--- config.mk ---
export PLATFORM = sky130hd
export DESIGN_NAME = sap_controller
export DESIGN_NICKNAME = d
export VERILOG_FILES = /design/src/rtl/sap_pkg.sv /design/src/rtl/sap_microcode_rom.sv /design/src/rtl/sap_controller.sv
export SDC_FILE = /design/constraint.sdc
export NUM_CORES = 1
export LEC_CHECK = 0
export ABC_AREA = 1
export BUFFER_PORTS_ARGS = -buffer_cell sky130_fd_sc_hd__clkbuf_2
export CORE_AREA = 2 2 39 41
export DETAILED_ROUTE_END_ITERATION = 10
export DIE_AREA = 0 0 41 43
export PLACE_DENSITY = 0.73
export SYNTH_ARGS = -nofsm -noshare
export SYNTH_HDL_FRONTEND = slang
export SYNTH_SLANG_ARGS = --single-unit
export TNS_END_PERCENT = 1
--- constraint.sdc ---
create_clock -name i_clk -period 2.24 [get_ports i_clk]
set_input_delay 0.448 -clock i_clk [delete_from_list [all_inputs] [get_ports i_clk]]
set_output_delay 0.448 -clock i_clk [all_outputs]
set_load 0.02 [all_outputs]
--- src/rtl/sap_pkg.sv ---
// Shared constants for the SAP sequencer: opcodes, T-state encodings and
// control-word bit positions used by the microcode ROM, the controller and loaders.
package sap_pkg;

  localparam int OPC_W = 4;
  localparam int TS_W  = 3;

  localparam logic [OPC_W-1:0] OP_NOP = 4'b0000;
  localparam logic [OPC_W-1:0] OP_LDA = 4'b0001;
  localparam logic [OPC_W-1:0] OP_ADD = 4'b0010;
  localparam logic [OPC_W-1:0] OP_SUB = 4'b0011;
  localparam logic [OPC_W-1:0] OP_STA = 4'b0100;
  localparam logic [OPC_W-1:0] OP_LDI = 4'b0101;
  localparam logic [OPC_W-1:0] OP_JMP = 4'b0110;
  localparam logic [OPC_W-1:0] OP_OUT = 4'b1110;
  localparam logic [OPC_W-1:0] OP_HLT = 4'b1111;

  typedef enum logic [TS_W-1:0] {
    T0 = 3'd0,
    T1 = 3'd1,
    T2 = 3'd2,
    T3 = 3'd3,
    T4 = 3'd4
  } tstate_e;

  localparam int CW_PC_OUT   = 0;
  localparam int CW_PC_INC   = 1;
  localparam int CW_PC_LOAD  = 2;
  localparam int CW_MAR_LOAD = 3;
  localparam int CW_RAM_OUT  = 4;
  localparam int CW_RAM_LOAD = 5;
  localparam int CW_IR_LOAD  = 6;
  localparam int CW_IR_OUT   = 7;
  localparam int CW_A_LOAD   = 8;
  localparam int CW_A_OUT    = 9;
  localparam int CW_B_LOAD   = 10;
  localparam int CW_ALU_OUT  = 11;
  localparam int CW_ALU_SUB  = 12;
  localparam int CW_OUT_LOAD = 13;
  localparam int CW_W        = 14;

  typedef logic [CW_W-1:0] cw_t;

  function automatic cw_t cw_bit(input int idx);
    return cw_t'(1) << idx;
  endfunction

endpackage

--- src/rtl/sap_microcode_rom.sv ---
// Combinational microcode: {opcode, T-state} -> control word plus a flag
// marking the final step of the instruction.
module sap_microcode_rom
  import sap_pkg::*;
(
  input  logic [OPC_W-1:0] opcode,
  input  tstate_e          tstate,
  output cw_t              cw,
  output logic             last_step
);

  always_comb begin
    cw        = '0;
    last_step = 1'b0;
    case (tstate)
      T0: cw = cw_bit(CW_PC_OUT) | cw_bit(CW_MAR_LOAD);
      T1: cw = cw_bit(CW_RAM_OUT) | cw_bit(CW_IR_LOAD) | cw_bit(CW_PC_INC);
      T2: begin
        case (opcode)
          OP_LDA, OP_ADD, OP_SUB, OP_STA:
            cw = cw_bit(CW_IR_OUT) | cw_bit(CW_MAR_LOAD);
          OP_LDI: begin
            cw        = cw_bit(CW_IR_OUT) | cw_bit(CW_A_LOAD);
            last_step = 1'b1;
          end
          OP_JMP: begin
            cw        = cw_bit(CW_IR_OUT) | cw_bit(CW_PC_LOAD);
            last_step = 1'b1;
          end
          OP_OUT: begin
            cw        = cw_bit(CW_A_OUT) | cw_bit(CW_OUT_LOAD);
            last_step = 1'b1;
          end
          // NOP, HLT and every undefined opcode end here with no strobes
          default: last_step = 1'b1;
        endcase
      end
      T3: begin
        case (opcode)
          OP_LDA: begin
            cw        = cw_bit(CW_RAM_OUT) | cw_bit(CW_A_LOAD);
            last_step = 1'b1;
          end
          OP_ADD: cw = cw_bit(CW_RAM_OUT) | cw_bit(CW_B_LOAD);
          OP_SUB: cw = cw_bit(CW_RAM_OUT) | cw_bit(CW_B_LOAD) | cw_bit(CW_ALU_SUB);
          OP_STA: begin
            cw        = cw_bit(CW_A_OUT) | cw_bit(CW_RAM_LOAD);
            last_step = 1'b1;
          end
          default: last_step = 1'b1;
        endcase
      end
      T4: begin
        last_step = 1'b1;
        case (opcode)
          OP_ADD:  cw = cw_bit(CW_ALU_OUT) | cw_bit(CW_A_LOAD);
          OP_SUB:  cw = cw_bit(CW_ALU_OUT) | cw_bit(CW_A_LOAD) | cw_bit(CW_ALU_SUB);
          default: cw = '0;
        endcase
      end
      default: last_step = 1'b1;
    endcase
  end

endmodule

--- src/rtl/sap_controller.sv ---
// SAP sequencer: T-state counter, halt flag and enable/reset gating around
// the microcode ROM, with the control word unpacked onto individual strobes.
module sap_controller
  import sap_pkg::*;
#(
  parameter int OPCODE_W = 4,
  parameter int T_W      = 3
) (
  input  logic                i_clk,
  input  logic                i_reset,
  input  logic                i_enable,
  input  logic [OPCODE_W-1:0] i_opcode,
  output logic                o_pc_out,
  output logic                o_pc_inc,
  output logic                o_pc_load,
  output logic                o_mar_load,
  output logic                o_ram_out,
  output logic                o_ram_load,
  output logic                o_ir_load,
  output logic                o_ir_out,
  output logic                o_a_load,
  output logic                o_a_out,
  output logic                o_b_load,
  output logic                o_alu_out,
  output logic                o_alu_sub,
  output logic                o_out_load,
  output logic                o_halted,
  output logic [T_W-1:0]      o_tstate
);

  tstate_e tstate_reg, tstate_next;
  logic    halted_reg, halted_next;
  cw_t     rom_cw;
  cw_t     cw;
  logic    last_step;

  sap_microcode_rom u_rom (
    .opcode   (i_opcode),
    .tstate   (tstate_reg),
    .cw       (rom_cw),
    .last_step(last_step)
  );

  always_ff @(posedge i_clk or posedge i_reset) begin
    if (i_reset) begin
      tstate_reg <= T0;
      halted_reg <= 1'b0;
    end else begin
      tstate_reg <= tstate_next;
      halted_reg <= halted_next;
    end
  end

  always_comb begin
    tstate_next = tstate_reg;
    halted_next = halted_reg;
    if (i_enable && !halted_reg) begin
      if (last_step) begin
        tstate_next = T0;
      end else begin
        case (tstate_reg)
          T0:      tstate_next = T1;
          T1:      tstate_next = T2;
          T2:      tstate_next = T3;
          T3:      tstate_next = T4;
          default: tstate_next = T0;
        endcase
      end
      if (tstate_reg == T2 && i_opcode == OP_HLT) halted_next = 1'b1;
    end
  end

  // i_reset is gated in directly so strobes drop before the register settles
  assign cw = (i_enable && !halted_reg && !i_reset) ? rom_cw : '0;

  assign o_pc_out   = cw[CW_PC_OUT];
  assign o_pc_inc   = cw[CW_PC_INC];
  assign o_pc_load  = cw[CW_PC_LOAD];
  assign o_mar_load = cw[CW_MAR_LOAD];
  assign o_ram_out  = cw[CW_RAM_OUT];
  assign o_ram_load = cw[CW_RAM_LOAD];
  assign o_ir_load  = cw[CW_IR_LOAD];
  assign o_ir_out   = cw[CW_IR_OUT];
  assign o_a_load   = cw[CW_A_LOAD];
  assign o_a_out    = cw[CW_A_OUT];
  assign o_b_load   = cw[CW_B_LOAD];
  assign o_alu_out  = cw[CW_ALU_OUT];
  assign o_alu_sub  = cw[CW_ALU_SUB];
  assign o_out_load = cw[CW_OUT_LOAD];
  assign o_halted   = halted_reg;
  assign o_tstate   = tstate_reg;

endmodule

**After elaboration in Yosys (flattened, before gate mapping)**

Cells that the tools add are included.

- Bits in registers: 4
- Input bits: 7
- Output and inout port bits: 18
- Word-level logic and storage cells: 34

- Eq/ne operators: 12
- Mux-type cells: 10
- Reduce and logical (&&, ||, !) cells: 10

Operators with widths:

| cell | count |
|---|---|
| 14-bit case mux with 5 select lines | 1 |
| 14-bit case mux with 4 select lines | 1 |
| 13-bit case mux with 4 select lines | 1 |
| 13-bit case mux with 2 select lines | 1 |
| 14-bit two-way mux | 1 |
| 4-bit by 3-bit == test with 1-bit output, second input constant | 3 |
| 3-bit case mux with 4 select lines | 1 |
| 4-bit by 2-bit == test with 1-bit output, second input constant | 2 |
| 4-bit == test, second input constant | 2 |
| 3-bit by 2-bit == test with 1-bit output, second input constant | 2 |
| 4-bit by 1-bit == test with 1-bit output, second input constant | 1 |
| 2-bit OR reduction | 2 |
| 4-bit OR reduction | 1 |
| 3-bit by 1-bit == test with 1-bit output, second input constant | 1 |
| 3-bit == test, second input constant | 1 |
| 1-bit logical AND | 3 |
| 3-bit zero test | 1 |
| 3-bit two-way mux | 1 |
| 1-bit case mux with 3 select lines | 1 |
| 1-bit zero test | 2 |
| 1-bit two-way mux | 2 |
| 2-bit AND reduction | 1 |

**Longest topological paths before layout**

Gate-level depths: netlist of the first run.

- Depth after elaboration: 5
- Mapped depth: 7
- Depth with buffers taken out: 7

**By module**

A second synthesis of the first run with hierarchy kept.

- Cell total of the unflattened synthesis: 116
- Area total of the unflattened synthesis: 644.4 um^2

Modules (own cells, without submodules):

| module | instances | cells an instance | area each (um^2) | sequential area each (um^2) |
|---|---|---|---|---|
| sap_controller | 1 | 63 | 376.6 | 100.1 |
| sap_microcode_rom | 1 | 53 | 267.8 | 0.0 |

**Least setup slack after synthesis of the first run**

No wires, ideal clock.

- Path type: register to output
- Start point: register tstate_reg[1] (netlist: o_tstate[1])
- End point: output o_pc_inc
- Arrival time: 1.384 ns
- Data required time: 1.792 ns
- Path slack: 0.408 ns
- Stages on the path, launching flop included: 6
- Path buffers: 2
- Cells stage by stage: dfrtp_1 buf_4 inv_1 nand3_1 nor2_1 buf_4

- Longest elaborated chain between the ends: 3
- Elaborated cells on any way between the ends: 7
- Those cells by class: eq/ne: 4; mux: 2; reduce/logical: 1

Ends and longest elaborated chain:

| item | RTL line | text |
|---|---|---|
| from (decl) | sap_controller.sv:31 | `tstate_e tstate_reg, tstate_next;` |
| from (signal assigned) | sap_controller.sv:49 | `tstate_reg <= tstate_next;` |
| 3-bit == test, or another cell as far along | sap_microcode_rom.sv:15 | `case (tstate)` |
| 14-bit case mux with 5 select lines * | sap_microcode_rom.sv:15 |  |
| 14-bit two-way mux * | sap_controller.sv:74 | `assign cw = (i_enable && !halted_reg && !i_reset) ? rom_cw : '0;` |
| to (decl) | sap_controller.sv:14 | `output logic o_pc_inc,` |

Mark *: on every way between the ends. The rest lies on a longest branch, timed or not.

**Worst setup path after layout of the first run**

- Start point: register tstate_reg[1] (netlist: o_tstate[1])
- End point: output o_a_out

- Longest elaborated chain between the ends: 3
- Elaborated cells on any way between the ends: 7
- Those cells by class: eq/ne: 4; mux: 2; reduce/logical: 1

Ends and longest elaborated chain:

| item | RTL line | text |
|---|---|---|
| 3-bit == test, or another cell as far along | sap_microcode_rom.sv:15 |  |
| 14-bit case mux with 5 select lines * | sap_microcode_rom.sv:15 |  |
| 14-bit two-way mux * | sap_controller.sv:74 |  |
| to (decl) | sap_controller.sv:22 | `output logic o_a_out,` |

Marks and branches as above.

==> out/qor.log, run 1 <==
INFO  sta            unrepaired_setup_endpoints_after_global_routing=no
INFO  placement      detailedPlace.worstSlack=0.471ns
INFO  synthesis      syn_avg_cell_area=5.88um^2
INFO  route          wl_met1=493um
INFO  placement      io_buffer_count=24
INFO  route          highest-signal-layer=met3
INFO  clocking       max-clock-path-buffers=2
INFO  final_layout   finalNonFillerCells=120
INFO  route          route.met2.wl=604um
INFO  synthesis      post_synth_main_area_contributors=sky130_fd_sc_hd__dfrtp_1 22%, sky130_fd_sc_hd__nand2_1 14%, sky130_fd_sc_hd__nand3_1 9.7%
INFO  synthesis      synth_fp_nets=86
INFO  route          met3WireLength=49um
INFO  worst_setup_path crit_required=1.79ns
INFO  worst_setup_path worst_setup_path_end_kind=output pin
INFO  floorplanning  floorplan.die_area=1760um^2
INFO  power_and_ir_drop cell_internal_pwr=140uW
INFO  synthesis      synth_async_sr_flop_share=100%
INFO  clocking       quantity_of_hold_fixing_buffers_added_after_cts=0
INFO  sta            least_margin_pin_slew=0.267ns
INFO  final_layout   design.final.nets=113
INFO  sta            finalClockSkew=0.00366ns
INFO  run            drv.max_cap_violation_count=0
INFO  floorplanning  core_region_area=1380um^2
INFO  worst_setup_path setup.worst_path.start_class=flop
INFO  power_and_ir_drop p_sw=43.1uW
INFO  floorplanning  start_util=33.5%
INFO  clocking       clk_latency=0.23ns
INFO  power_and_ir_drop vdd.ir_drop.worst=0.237mV
INFO  global_routing antenna_violations_before_repair=0
INFO  worst_setup_path arrival=1.48ns
INFO  sta            final_max_slew_viol_count=0
INFO  power_and_ir_drop power.share.combinational=12.3%
INFO  sta            timing.final.hold_violations=0
INFO  power_and_ir_drop p_seq_share=39.8%
INFO  worst_setup_path crit_path_category=reg -> out
INFO  global_routing groute.usage.overall=15.7%
INFO  sta            slew-limit-headroom=82.2%
INFO  floorplanning  std_cell_rows=14
INFO  power_and_ir_drop power_density=299nW/um^2
INFO  route          viasPerCell=4.78
INFO  route          detail_route.iter0.violations=10
INFO  synthesis      post_synth_inst_count=79
INFO  clocking       clk_transition_reported_paths=0.04ns
INFO  worst_setup_path worstRegToRegCells=4
INFO  clocking       clock_tree.htree_level_count=1
INFO  floorplanning  floorplan.die.height=43um
INFO  worst_setup_path cp_max_fo=9
INFO  final_layout   drive_above_1_share=34.6%
INFO  sta            fmax=0.519GHz
INFO  clocking       cts_buffers=3
INFO  outcome        status=finished clean
INFO  route          dr.pass1.iters=4
INFO  synthesis      seq_total_area_yosys=21.6%
INFO  synthesis      synth-warning-count=0
INFO  global_routing number_of_global_route_vias_before_repair=474
INFO  synthesis      post-synth-top-count-cell=sky130_fd_sc_hd__nand2_1
INFO  placement      place_hpwl=996um
INFO  synthesis      synth.cell_area=464um^2
INFO  synthesis      yosysTopAreaCellShare=21.6%
INFO  synthesis      synth_largest_area_cell=sky130_fd_sc_hd__dfrtp_1
INFO  clocking       cts_sinks=4
INFO  sta            final_setup_tns=0ns
INFO  clocking       cts.root.buffer_cell=sky130_fd_sc_hd__clkbuf_4
INFO  final_layout   area_delta_synth_final=31.8%
INFO  power_and_ir_drop leakage=0.338nW
INFO  clocking       postCtsSetupRepairBufs=0
INFO  final_layout   ant_diodes=0
INFO  synthesis      ys_top_cells_by_count=17 x sky130_fd_sc_hd__nand2_1, 12 x sky130_fd_sc_hd__inv_1, 11 x sky130_fd_sc_hd__nor2_1
INFO  clocking       cts_tree=built
INFO  placement      dpl_cells=117
INFO  sta            setup_ws=0.315ns
INFO  sta            period_minus_slack=1.93ns
INFO  synthesis      ys_ff_latch=4
INFO  placement      routabilityCongestion=0.859
INFO  sta            layout_worst_path_cycle_share=86.0%
INFO  synthesis      distinct_cells_synth=19
INFO  route          drt_drc_violations_left=0
INFO  synthesis      synth_edf_count=0
INFO  global_routing first_pass_grt_wire_length=1930um
INFO  synthesis      ys.flop_type=sky130_fd_sc_hd__dfrtp_1
INFO  global_routing pin_count_of_the_biggest_net_entering_global_routing=10
INFO  route          vias=573
INFO  power_and_ir_drop pwr-share-clk=48.0%
INFO  hold_path      hold_class=in -> async
INFO  route          avgRoutedWirePerCell=9.56um
INFO  global_routing grt_overflow_total=0
INFO  sta            setup_viol=0
INFO  floorplanning  die_width=41um
INFO  floorplanning  io_pins=25
INFO  route          final_antenna_net_count=0
INFO  power_and_ir_drop netSwitchingFraction=23.6%
INFO  sta            hold-worst-slack=0.125ns
INFO  route          wirelength=1150um
INFO  clocking       resized_gates_after_cts=0
-- final cells by class --
class / instances / area [um^2]
sequential: 4 / 100
timing repair buffer: 24 / 120
clock buffer: 3 / 22.5
multi-input combinational: 59 / 297
fill: 149 / 772
tap: 16 / 20.0
inverter: 14 / 52.6
-- registers in the layout, indices dropped and copies added, names as in the netlist --
name and cells:
o_tstate 3, o_halted 1
-- cell families (layout without fill, tap and decap cells) --
kind of cell | count (synthesis) | count (layout) | synth area share, %
AOI/OAI and AO/OA | 8 | 8 | 9.43
buffers and inverters | 16 | 41 | 14.6
DFF | 4 | 4 | 21.6
and+or+nand+nor | 51 | 51 | 54.4
-- worst max-delay path, cell delays in order (launching register included) --
cell	delay [ns]
sky130_fd_sc_hd__dfrtp_1	0.48
sky130_fd_sc_hd__inv_1	0.14
sky130_fd_sc_hd__nor2_4	0.17
sky130_fd_sc_hd__nand3_1	0.10
sky130_fd_sc_hd__o22ai_1	0.16
sky130_fd_sc_hd__clkbuf_2	0.19
-- power groups by stage --
stage | sequential, mW | combinational [mW] | clock (mW)
detailed placement | 0.0736 | 0.0226 | 0
finish | 0.0727 | 0.0224 | 0.0877
global placement | 0.0736 | 0.0225 | 0
global route | 0.0726 | 0.0262 | 0.0954
CTS | 0.0726 | 0.0227 | 0.0947
floorplan | 0.0736 | 0.0105 | 0
-- layer usage --
metal / vias to the layer above / global-route usage, %
met5: - / 0
met2: 14 / 23.4
met1: 254 / 22.5
li1: 305 / -
met4: 0 / 8.00
met3: 0 / 0
-- layout by cell type (no fill, tap or decap), drive strengths merged --
| cell type | instances |
|---|---|
| inv | 14 |
| nand2 | 19 |
| o22ai | 1 |
| o21ai | 4 |
| nor2 | 15 |
| nor3 | 4 |
| nand4 | 3 |
| nand3 | 9 |
| or2 | 1 |
| clkbuf | 27 |
| a211oi | 1 |
| dfrtp | 4 |
| a21oi | 2 |
-- worst paths after layout --
check / from / end / slack (ns)
worst max register to register: o_tstate[1] / o_tstate[2] / 1.09
worst max-delay path: o_tstate[1] / o_a_out / 0.31
worst min-delay path: i_reset / o_halted / 0.13
max in group asynchronous: i_reset / o_tstate[0] / 1.95
min in group i_clk: i_enable / o_halted / 0.49
worst min register to register: o_halted / o_halted / 0.51
-- metrics by stage --
stage | utilization [%] | area, um^2 | power [mW]
2_1_floorplan | - | 464 | 0.0841
3_3_place_gp | 42.6 | 589 | 0.0961
3_5_place_dp | 42.6 | 589 | 0.0962
4_1_cts | 44.2 | 612 | 0.190
5_1_grt | 44.2 | 612 | 0.194
6_report | 44.2 | 612 | 0.183
Power figures use the tool's default switching activity.
==> run 2, diff against run 1 <==
--- a/config.mk
+++ b/config.mk
@@ -6,12 +6,13 @@
 export NUM_CORES = 1
 export LEC_CHECK = 0
 export ABC_AREA = 1
-export BUFFER_PORTS_ARGS = -buffer_cell sky130_fd_sc_hd__clkbuf_2
 export CORE_AREA = 2 2 39 41
 export DETAILED_ROUTE_END_ITERATION = 10
 export DIE_AREA = 0 0 41 43
-export PLACE_DENSITY = 0.73
+export DONT_BUFFER_PORTS = 1
+export PLACE_DENSITY = 0.71
 export SYNTH_ARGS = -nofsm -noshare
 export SYNTH_HDL_FRONTEND = slang
+export SYNTH_HIERARCHICAL = 1
 export SYNTH_SLANG_ARGS = --single-unit
 export TNS_END_PERCENT = 1
==> out/qor.log, run 2 <==
INFO  clocking       max-clock-path-buffers=2 [unchanged]
INFO  route          drt_drc_violations_left=0 [unchanged]
INFO  final_layout   finalNonFillerCells=133 [+11%]
INFO  route          dr.pass1.iters=4 [unchanged]
INFO  sta            timing.final.hold_violations=0 [unchanged]
INFO  final_layout   layout_common_cells=29 x sky130_fd_sc_hd__inv_1, 21 x sky130_fd_sc_hd__nor2_1, 21 x sky130_fd_sc_hd__nand2_1
INFO  global_routing pin_count_of_the_biggest_net_entering_global_routing=15 [+5]
INFO  synthesis      synth_largest_area_cell=sky130_fd_sc_hd__inv_1
INFO  worst_setup_path crit_path_category=reg -> out
INFO  worst_setup_path crit_cells=8 [+3]
INFO  synthesis      post_synth_main_area_contributors=sky130_fd_sc_hd__inv_1 17%, sky130_fd_sc_hd__dfrtp_1 16%, sky130_fd_sc_hd__nand2_1 12%
INFO  synthesis      syn_avg_cell_area=5.55um^2 [-5.5%]
INFO  synthesis      ys_ff_latch=4 [unchanged]
INFO  floorplanning  std_cell_rows=14 [unchanged]
INFO  clocking       quantity_of_hold_fixing_buffers_added_after_cts=0 [unchanged]
INFO  clocking       clock_tree.htree_level_count=1 [unchanged]
INFO  final_layout   final-seq-area=100um^2 [unchanged]
INFO  synthesis      distinct_cells_synth=17 [-2]
INFO  synthesis      synth-warning-count=6 [+6]
INFO  worst_setup_path timing.reg2reg.setup_slack=0.77ns [-0.32 ns]
INFO  floorplanning  die_width=41um [unchanged]
INFO  sta            setup_viol=0 [unchanged]
INFO  power_and_ir_drop vdd.ir_drop.worst=0.272mV [+14%]
INFO  worst_setup_path cp_max_fo=6 [-3]
INFO  clocking       clk_transition_reported_paths=0.04ns [about the same]
INFO  worst_setup_path timing.rr.end=o_tstate[0]
INFO  worst_setup_path worst_setup_path_end_kind=output pin
INFO  clocking       clk_latency=0.24ns [about the same]
INFO  floorplanning  io_pins=25 [unchanged]
INFO  synthesis      ys_top_cells_by_count=29 x sky130_fd_sc_hd__inv_1, 21 x sky130_fd_sc_hd__nand2_1, 21 x sky130_fd_sc_hd__nor2_1
INFO  final_layout   design.final.nets=126 [+12%]
INFO  clocking       cts_tree=built
INFO  floorplanning  start_util=46.6% [+13 points]
INFO  final_layout   mostFrequentLayoutCell=sky130_fd_sc_hd__inv_1
INFO  clocking       cts_buffers=3 [unchanged]
INFO  sta            layout_worst_path_cycle_share=92.3% [+6.4 points]
INFO  sta            final_max_slew_viol_count=0 [unchanged]
INFO  final_layout   multiInputGateArea=402um^2 [+35%]
INFO  worst_setup_path setup.worst_path.start=o_tstate[1]
INFO  global_routing groute.usage.overall=16.6% [+0.87 points]
INFO  worst_setup_path critPathMaxStageDelay=0.55ns [+0.07 ns]
INFO  final_layout   ant_diodes=0 [unchanged]
INFO  sta            unrepaired_setup_endpoints_after_global_routing=no
INFO  global_routing antenna_violations_before_repair=0 [unchanged]
INFO  sta            fmax=0.484GHz [-6.9%]
INFO  floorplanning  core_region_area=1380um^2 [unchanged]
INFO  power_and_ir_drop leakage=0.333nW [-1.3%]
INFO  sta            period_minus_slack=2.07ns [+0.143 ns]
INFO  clocking       resized_gates_after_cts=0 [unchanged]
INFO  final_layout   drive_above_1_share=26.5% [-8.1 points]
INFO  sta            finalClockSkew=0.000460ns [-0.00320 ns]
INFO  sta            slew-limit-headroom=70.1% [-12 points]
INFO  synthesis      synth_edf_count=0 [unchanged]
INFO  power_and_ir_drop power_density=331nW/um^2 [+11%]
INFO  floorplanning  floorplan.die.height=43um [unchanged]
INFO  final_layout   finish.utilization=48.3% [+4.1 points]
INFO  worst_setup_path worstReg2RegStart=o_tstate[2]
INFO  synthesis      post_synth_inst_count=116 [+47%]
INFO  global_routing number_of_global_route_vias_before_repair=507 [+7.0%]
INFO  route          avgRoutedWirePerCell=9.49um [-0.73%]
INFO  synthesis      ys.flop_type=sky130_fd_sc_hd__dfrtp_1
INFO  route          wirelength=1260um [+10%]
INFO  synthesis      synth.cell_area=644um^2 [+39%]
INFO  final_layout   final_cell_area=668um^2 [+9.2%]
INFO  worst_setup_path critPathCapture=o_pc_load
INFO  placement      io_buffer_count=0 [-100%]
INFO  worst_setup_path setup.worst_path.start_class=flop
INFO  clocking       cts_sinks=4 [unchanged]
INFO  worst_setup_path critical_path_buf_inv_count=4 [+2]
INFO  synthesis      post-synth-top-count-cell=sky130_fd_sc_hd__inv_1
INFO  route          vias=617 [+7.7%]
INFO  global_routing grt_overflow_total=0 [unchanged]
INFO  route          detail_route.iter0.violations=7 [-3]
INFO  worst_setup_path worstRegToRegCells=10 [+6]
INFO  placement      dpl_cells=130 [+11%]
INFO  synthesis      synth_fp_nets=123 [+43%]
INFO  synthesis      synth_async_sr_flop_share=100% [unchanged]
INFO  placement      place_hpwl=1060um [+6.5%]
INFO  global_routing first_pass_grt_wire_length=2040um [+6.1%]
INFO  sta            final_setup_tns=0ns [unchanged]
INFO  final_layout   n_fill_cell=142 [-4.7%]
INFO  sta            hold-worst-slack=0.0153ns [-0.110 ns]
INFO  worst_setup_path cpLargestDelayFamily=simple AND/OR/NAND/NOR gates
INFO  sta            least_margin_pin_slew=0.448ns [+0.181 ns]
INFO  worst_setup_path path_cells=inv_2 -> nor2_2 -> nand2_2 -> inv_2 -> nand2_2 -> inv_1 -> inv_1 -> nor2_1
INFO  placement      place_area=646um^2 [+9.6%]
INFO  placement      routabilityCongestion=0.732 [-15%]
INFO  clocking       cts.root.buffer_cell=sky130_fd_sc_hd__clkbuf_4
INFO  final_layout   area_delta_synth_final=3.69%
INFO  clocking       postCtsSetupRepairBufs=0 [unchanged]
INFO  worst_setup_path timing.critical_path.slowest_stage_cell=sky130_fd_sc_hd__dfrtp_1
INFO  final_layout   largest_register_ffs=3 [unchanged]
INFO  worst_setup_path arrival=1.62ns [+0.14 ns]
INFO  route          final_antenna_net_count=0 [unchanged]
INFO  route          viasPerCell=4.64 [-2.8%]
INFO  hold_path      hold_class=in -> async
INFO  floorplanning  floorplan.die_area=1760um^2 [unchanged]
INFO  run            drv.max_cap_violation_count=0 [unchanged]
INFO  synthesis      seq_total_area_yosys=15.5% [-6.0 points]
INFO  outcome        status=finished clean
INFO  synthesis      yosysTopAreaCellShare=16.9% [-4.7 points]
INFO  worst_setup_path crit_required=1.79ns [about the same]
run 2: changes by cell type after synthesis, moves of 2 or more:
cell / change
sky130_fd_sc_hd__nand2_4: +2
sky130_fd_sc_hd__inv_1: +17
sky130_fd_sc_hd__inv_2: +2
sky130_fd_sc_hd__nor2_2: +10
sky130_fd_sc_hd__nor2_1: +10
sky130_fd_sc_hd__nand2_1: +4
sky130_fd_sc_hd__nand4_1: -2
sky130_fd_sc_hd__o21ai_0: -3
sky130_fd_sc_hd__nor3_1: -3
sky130_fd_sc_hd__nand2_2: +3
run 2: how the worst min path moves through the flow:
stage                 start          end  cells after the start
floorplan           i_reset     o_halted                      1
global placement    i_reset  o_tstate[0]                      1
detailed placement  i_reset  o_tstate[1]                      1
CTS                 i_reset  o_tstate[1]                      1
global route        i_reset     o_halted                      1
finish              i_reset     o_halted                      1
run 2: cell families after synthesis:
logic type / count (synthesis) / synth area share (%)
flops: 4 / 15.5
compound gates: 3 / 3.11
buf+inv: 35 / 22.1
simple gates: 74 / 59.2
run 2: where the power goes:
group          internal [mW]  switching, mW  total, mW
combinational         0.0148         0.0297     0.0445
sequential            0.0743        0.00659     0.0809
clock                 0.0603         0.0354     0.0958
total                  0.149         0.0717      0.221
run 2: cell type report:
class	instances	area share [%]
Multi-Input combinational cell	77	60.1
Sequential cell	4	15.0
Tap cell	16	3.00
Clock buffer	3	3.37
Inverter	33	18.5
run 2: through the flow:
step                      total power [mW]  worst slack (ns)
after floorplan                      0.121             0.525
after global placement               0.126             0.428
after detailed placement             0.127             0.431
after CTS                            0.222             0.168
after global routing                 0.233            0.0330
final                                0.221             0.172
run 2: layer usage:
metal	routed length [um]	GRT usage (%)	share of wire (%)
met1	525	19.8	42
met2	607	25.6	48
met3	113	5.24	9.0
met4	15	8.00	1.2
met5	0	0	0
